`src/rtl/spi_ram_ctrl.sv`:
```
// spi_ram_ctrl: SPI command decoder with single-port RAM; read data held on tx_data
// until the next command so the slave can shift it out on MISO.
module spi_ram_ctrl #(
   parameter int MEM_DEPTH = 256,
   parameter int ADDR_SIZE = 8,
   parameter bit AUTO_INC  = 1'b0
) (
   input  logic       clk,
   input  logic       rst_n,
   input  logic [9:0] rx_data,
   input  logic       rx_valid,
   output logic [7:0] tx_data,
   output logic       tx_valid,
   output logic       err_seq,
   output logic       err_addr
);
   typedef enum logic [1:0] {RD_IDLE, RD_ARMED, RD_BUSY} rd_state_t;
   logic [7:0]           r_mem [MEM_DEPTH];
   logic [ADDR_SIZE-1:0] r_wr_addr, r_rd_addr;
   logic                 r_wr_armed;
   rd_state_t            r_rd_state;
   logic [1:0]           w_op;
   logic [7:0]           w_pay;
   logic [ADDR_SIZE-1:0] w_addr, w_wr_next;
   logic                 w_in_range, w_wr, w_rd;
   assign w_op       = rx_data[9:8];
   assign w_pay      = rx_data[7:0];
   assign w_addr     = w_pay[ADDR_SIZE-1:0];
   assign w_in_range = {1'b0, w_pay} < 9'(MEM_DEPTH);
   assign w_wr       = rx_valid && w_op == 2'b01 && r_wr_armed;
   assign w_rd       = rx_valid && w_op == 2'b11 && r_rd_state == RD_ARMED;
   assign w_wr_next  = (r_wr_addr == ADDR_SIZE'(MEM_DEPTH - 1)) ? '0 : r_wr_addr + 1'b1;
   // RAM has no reset so its contents survive rst_n and it maps onto block RAM
   always_ff @(posedge clk)
      if (w_wr) r_mem[r_wr_addr] <= w_pay;
   always_ff @(posedge clk or negedge rst_n)
      if (!rst_n) begin
         tx_data    <= '0;
         tx_valid   <= 1'b0;
         err_seq    <= 1'b0;
         err_addr   <= 1'b0;
         r_wr_addr  <= '0;
         r_rd_addr  <= '0;
         r_wr_armed <= 1'b0;
         r_rd_state <= RD_IDLE;
      end else begin
         err_seq  <= 1'b0;
         err_addr <= 1'b0;
         if (rx_valid) begin
            tx_valid <= w_rd;
            if (r_rd_state == RD_BUSY) r_rd_state <= RD_IDLE;
            case (w_op)
               2'b00: if (w_in_range) begin
                  r_wr_addr  <= w_addr;
                  r_wr_armed <= 1'b1;
               end else err_addr <= 1'b1;
               2'b01: if (!r_wr_armed) err_seq <= 1'b1;
                  else if (AUTO_INC) r_wr_addr <= w_wr_next;
               2'b10: if (w_in_range) begin
                  r_rd_addr  <= w_addr;
                  r_rd_state <= RD_ARMED;
               end else err_addr <= 1'b1;
               default: if (w_rd) begin
                  tx_data    <= r_mem[r_rd_addr];
                  r_rd_state <= RD_BUSY;
               end else err_seq <= 1'b1;
            endcase
         end
      end
endmodule

```
`config.mk`:
```
export PLATFORM = sky130hd
export DESIGN_NAME = spi_ram_ctrl
export DESIGN_NICKNAME = d
export VERILOG_FILES = /design/src/rtl/spi_ram_ctrl.sv
export SDC_FILE = /design/constraint.sdc
export NUM_CORES = 2
export LEC_CHECK = 0
export ABC_AREA = 1
export BUFFER_PORTS_ARGS = -buffer_cell sky130_fd_sc_hd__buf_2
export CAP_MARGIN = 40
export CORE_AREA = 3 3 379 568
export DETAILED_ROUTE_END_ITERATION = 8
export DIE_AREA = 0 0 382 571
export SLEW_MARGIN = 5
export SYNTH_ARGS = -nofsm -noshare
export SYNTH_HDL_FRONTEND = slang
export SYNTH_SLANG_ARGS = --single-unit
```
`constraint.sdc`:
```
create_clock -name clk -period 2.7 [get_ports clk]
set_input_delay 0.27 -clock clk [delete_from_list [all_inputs] [get_ports clk]]
set_output_delay 0.27 -clock clk [all_outputs]
set_load 0.05 [all_outputs]
```
==> metrics.log <==
[metrics] status: complete, no violations
[metrics] DR vias: between 50000 and 60000
[metrics] half-perimeter wire length after placement: around 150000 microns
[metrics] maximum clock frequency: 372 MHz
[metrics] Max-Slew Margin vs Limit: 43.8%
[metrics] overall power consumption: 74600 uW
[metrics] complex-gate fraction of the synthesized area: 0.110%
[metrics] Final Net Count: ~7400
[metrics] Synth Register Bits: 2077
[metrics] cell type with the highest occurrence count on the critical path: sky130_fd_sc_hd__nand3_1
[metrics] kind of launch point of the worst setup path: flip-flop
[metrics] arrival time of data at the critical path endpoint: 3.43 ns
[metrics] PwrDens: 763 nW/um^2
[metrics] r2r setup slk: 0.01 ns
[metrics] least setup slack across all paths after layout: 0.0144 ns
[metrics] final-layout worst hold slack: 0.0483 ns
[metrics] dominant combinational cell family by area after synthesis: simple AND/OR/NAND/NOR gates
[metrics] cells after synthesis: 7088
[metrics] global placer's final weighted congestion: 0.886
[metrics] Tcrit/Tclk final: between 90% and 100%
[metrics] beginning of the worst register-to-register path: r_rd_addr[0]
[metrics] worst r2r dst: tx_data[7]
[metrics] Setup crit end kind: flip-flop
[metrics] slowest stage cell, crit path: sky130_fd_sc_hd__dfrtp_4
[metrics] mean instance size in the synthesized netlist: approximately 12 sq um
[metrics] effective utilization at floorplan: between 40% and 50%
[metrics] die area: 218000 sq um
[metrics] Final Hold Violating Endpoints: 0
[metrics] CTS tree: built
[metrics] number of warnings reported in the yosys synthesis log: 0
[metrics] remaining antenna violation count after routing: 0
[metrics] DRC violations left: 0
[metrics] ports placed on the boundary: 24
[metrics] Post-Synth XOR/XNOR Area: 0%
[metrics] setup total negative slack: 0 ns
[metrics] maximum number of pins on one net before global-route repair: 87
[metrics] Worst Tran Pin Value: 0.842 ns
[metrics] fraction of final layout cells sized beyond drive strength 1: 11.6%
[metrics] root buffer selected by CTS: sky130_fd_sc_hd__clkbuf_16
[metrics] number of levels in the clock H-tree: 4
[metrics] Final Non-Filler Cells: between 10000 and 15000
[metrics] total congestion overflow: 0
[metrics] final period demand of the worst path: 2.69 ns
[metrics] worst min-delay path category: input pin to asynchronous set/reset pin
[metrics] Register-to-Register Path Depth: 13
[metrics] Tot GR Track Use: 21.7%
[metrics] insertion delay to the later sink of the worst-skew pair: 0.86 ns
[metrics] Wirelength per Cell: 23.7 microns
[metrics] sum of routed wire length over all layers: 245000 microns
[metrics] num rows: 206
[metrics] leakage power summed over all cells: approximately 0.035 uW
[metrics] number of CTS-inserted buffers: 189
[metrics] layout overhead on the synthesized area: 16.1%
[metrics] clock-pin slew of the registers on the worst-case setup and hold paths: approximately 0.070 ns
[metrics] number of cells after detailed placement: 9960
[metrics] sequential fraction of the synthesis area: 73.9%
[metrics] clock sink count: 2077
[metrics] final number of max-transition violations: 0
[metrics] Mapped Area: roughly 84000 sq um
[metrics] worst setup path class: flip-flop to flip-flop
[metrics] peak fanout along the critical path: 46
[metrics] setup slack after placement: -0.0824 ns
[metrics] DR iter-0 viols: 5595
[metrics] critical path, cell by cell: buf_16 -> buf_12 -> buf_16 -> nand2_1 -> nand3_1 -> nand3_1 -> nand3_1 -> nand3_1 -> nand3_1 -> nand3_1 -> nand3_1 -> nand3_1 -> nand2_1
[metrics] data required time of the worst path: roughly 3.5 ns
[metrics] Layout Skew: roughly 0.047 ns
[metrics] total nets after synthesis: 7101
[metrics] IR drop worst, VDD: around 0.57 mV
[metrics] die height: 571 microns
[metrics] length of the first detailed-routing pass in iterations: 6
[metrics] initial antenna violation count: 5
[metrics] global-route wire length before repair: 356000 microns
[metrics] detail-routed via count per cell: 5.50
[metrics] RSZ-0062 raised after global routing: true
[metrics] critical path's largest stage delay: about 0.59 ns
[metrics] area of the placeable core: 210000 sq um
[metrics] die extent in x: 382 microns
[metrics] vias in the first global route: 54900
[metrics] post-synth cell types: 22
[metrics] synthesized-area fraction occupied by and/or/nand/nor cells: between 20 and 25%
[metrics] synthesized-area fraction occupied by adder cells: 0%
[metrics] Final Setup Violations: 0
[metrics] Max Root-Sink Buffers: 4
[metrics] mux share of post-synthesis cell area: 0%
[metrics] Buffers on Ports: 22
[metrics] reported max-cap violation count: 0
[routing by layer]
layer  wire [microns]  vias up  track usage [%]  share of wire (%)
met1            91100    28200             26.0                 37
met4            13900        0             11.6                5.7
met2           125000     2366             38.2                 51
met3            15600      558             2.62                6.4
li1                 -    25700                -                  -
met5                0        -                0                  0
[flip-flops by register name, summed over array words and instances, names as in the netlist, named ones only]
register,cells
err_seq,1
r_wr_addr,8
r_rd_state,1
r_mem,2048
r_rd_addr,8
r_wr_armed,1
tx_valid,1
tx_data,8
[cells in the mapped netlist]
cell / count / share of area, %
sky130_fd_sc_hd__inv_2: 2 / 0.0089
sky130_fd_sc_hd__buf_2: 288 / 1.7
sky130_fd_sc_hd__edfxtp_1: 2048 / 73
sky130_fd_sc_hd__nor2_2: 1 / 0.0074
sky130_fd_sc_hd__inv_1: 48 / 0.21
sky130_fd_sc_hd__dfrtp_1: 29 / 0.86
sky130_fd_sc_hd__nor4_1: 1 / 0.0074
sky130_fd_sc_hd__conb_1: 1 / 0.0045
sky130_fd_sc_hd__o211ai_1: 1 / 0.0089
sky130_fd_sc_hd__nor2_1: 285 / 1.3
sky130_fd_sc_hd__nor3b_1: 1 / 0.0089
sky130_fd_sc_hd__clkinv_1: 1 / 0.0045
sky130_fd_sc_hd__nand2_1: 2121 / 9.5
sky130_fd_sc_hd__inv_6: 1 / 0.010
sky130_fd_sc_hd__o21ai_0: 17 / 0.10
sky130_fd_sc_hd__or2_2: 1 / 0.0074
sky130_fd_sc_hd__nand3b_1: 1 / 0.0089
sky130_fd_sc_hd__buf_1: 45 / 0.20
sky130_fd_sc_hd__nand3_1: 2043 / 12
sky130_fd_sc_hd__clkbuf_1: 117 / 0.52
sky130_fd_sc_hd__buf_4: 30 / 0.27
sky130_fd_sc_hd__buf_6: 6 / 0.080
[how the worst max path moves through the flow]
stage | endpoint | depth (start not counted) | slack [ns] | startpoint
global route | tx_data[2] | 13 | -0.02 | r_rd_addr[0]
global placement | tx_data[0] | 12 | -0.09 | r_rd_addr[1]
detailed placement | tx_data[0] | 12 | -0.08 | r_rd_addr[1]
floorplan | r_mem[104][0] | 7 | 0.54 | r_wr_armed
finish | tx_data[7] | 13 | 0.01 | r_rd_addr[0]
CTS | tx_data[2] | 14 | 0.001 | r_rd_addr[0]
[logic make-up after synthesis]
group / Yosys count
other: 1
DFF: 2077
and+or+nand+nor: 4454
AOI/OAI and AO/OA: 18
buffers and inverters: 538
[stage by stage]
stage / area [sq um] / util (%)
after floorplan: 84200 / -
after global placement: 91000 / 43.3
after detailed placement: 91000 / 43.3
after CTS: 97200 / 46.2
after global routing: 97700 / 46.4
final: 97700 / 46.4
[worst max-delay path: cells and delay by family, from the launching register on]
kind	cells	cell delay, ns
DFF	1	0.59
and+or+nand+nor	10	1.35
buffers and inverters	3	0.59
[layout by cell type (no fill, tap or decap), drive strengths merged, types with 2 or more instances in the layout]
cell type    instances
nand2             2121
edfxtp            2048
nand3             2043
buf                558
nor2               286
clkbuf             245
clkinv              77
inv                 54
dfrtp               29
o21ai               17
bufinv              17
dlygate4sd3         14
clkinvlp             7
diode                2
[area by class of cell]
type                            count  area (sq um)
Clock buffer                      238          5090
Tap cell                         2808          3510
Inverter                           52           239
Clock inverter                    101           950
Multi-Input combinational cell   4473         19500
Timing Repair Buffer              579          6090
Fill cell                       18800        113000
Antenna cell                        2          5.00
Timing Repair inverter              2          22.5
Sequential cell                  2077         62200
[where the power goes]
part           switching (uW)  internal, uW  leakage [uW]
clock                   11600         15000       0.00294
sequential                178         35500        0.0188
combinational            8670          3610        0.0128
[timing repair]
item,in CTS,in global routing
hold buffers,14,0
cloned,0,9
setup buffers,2,6
endpoints found under the setup margin,4,8
pin swaps,0,1
resized for setup,7,34
endpoints found under the hold margin,431,0
(Power assumes the default switching activity.)
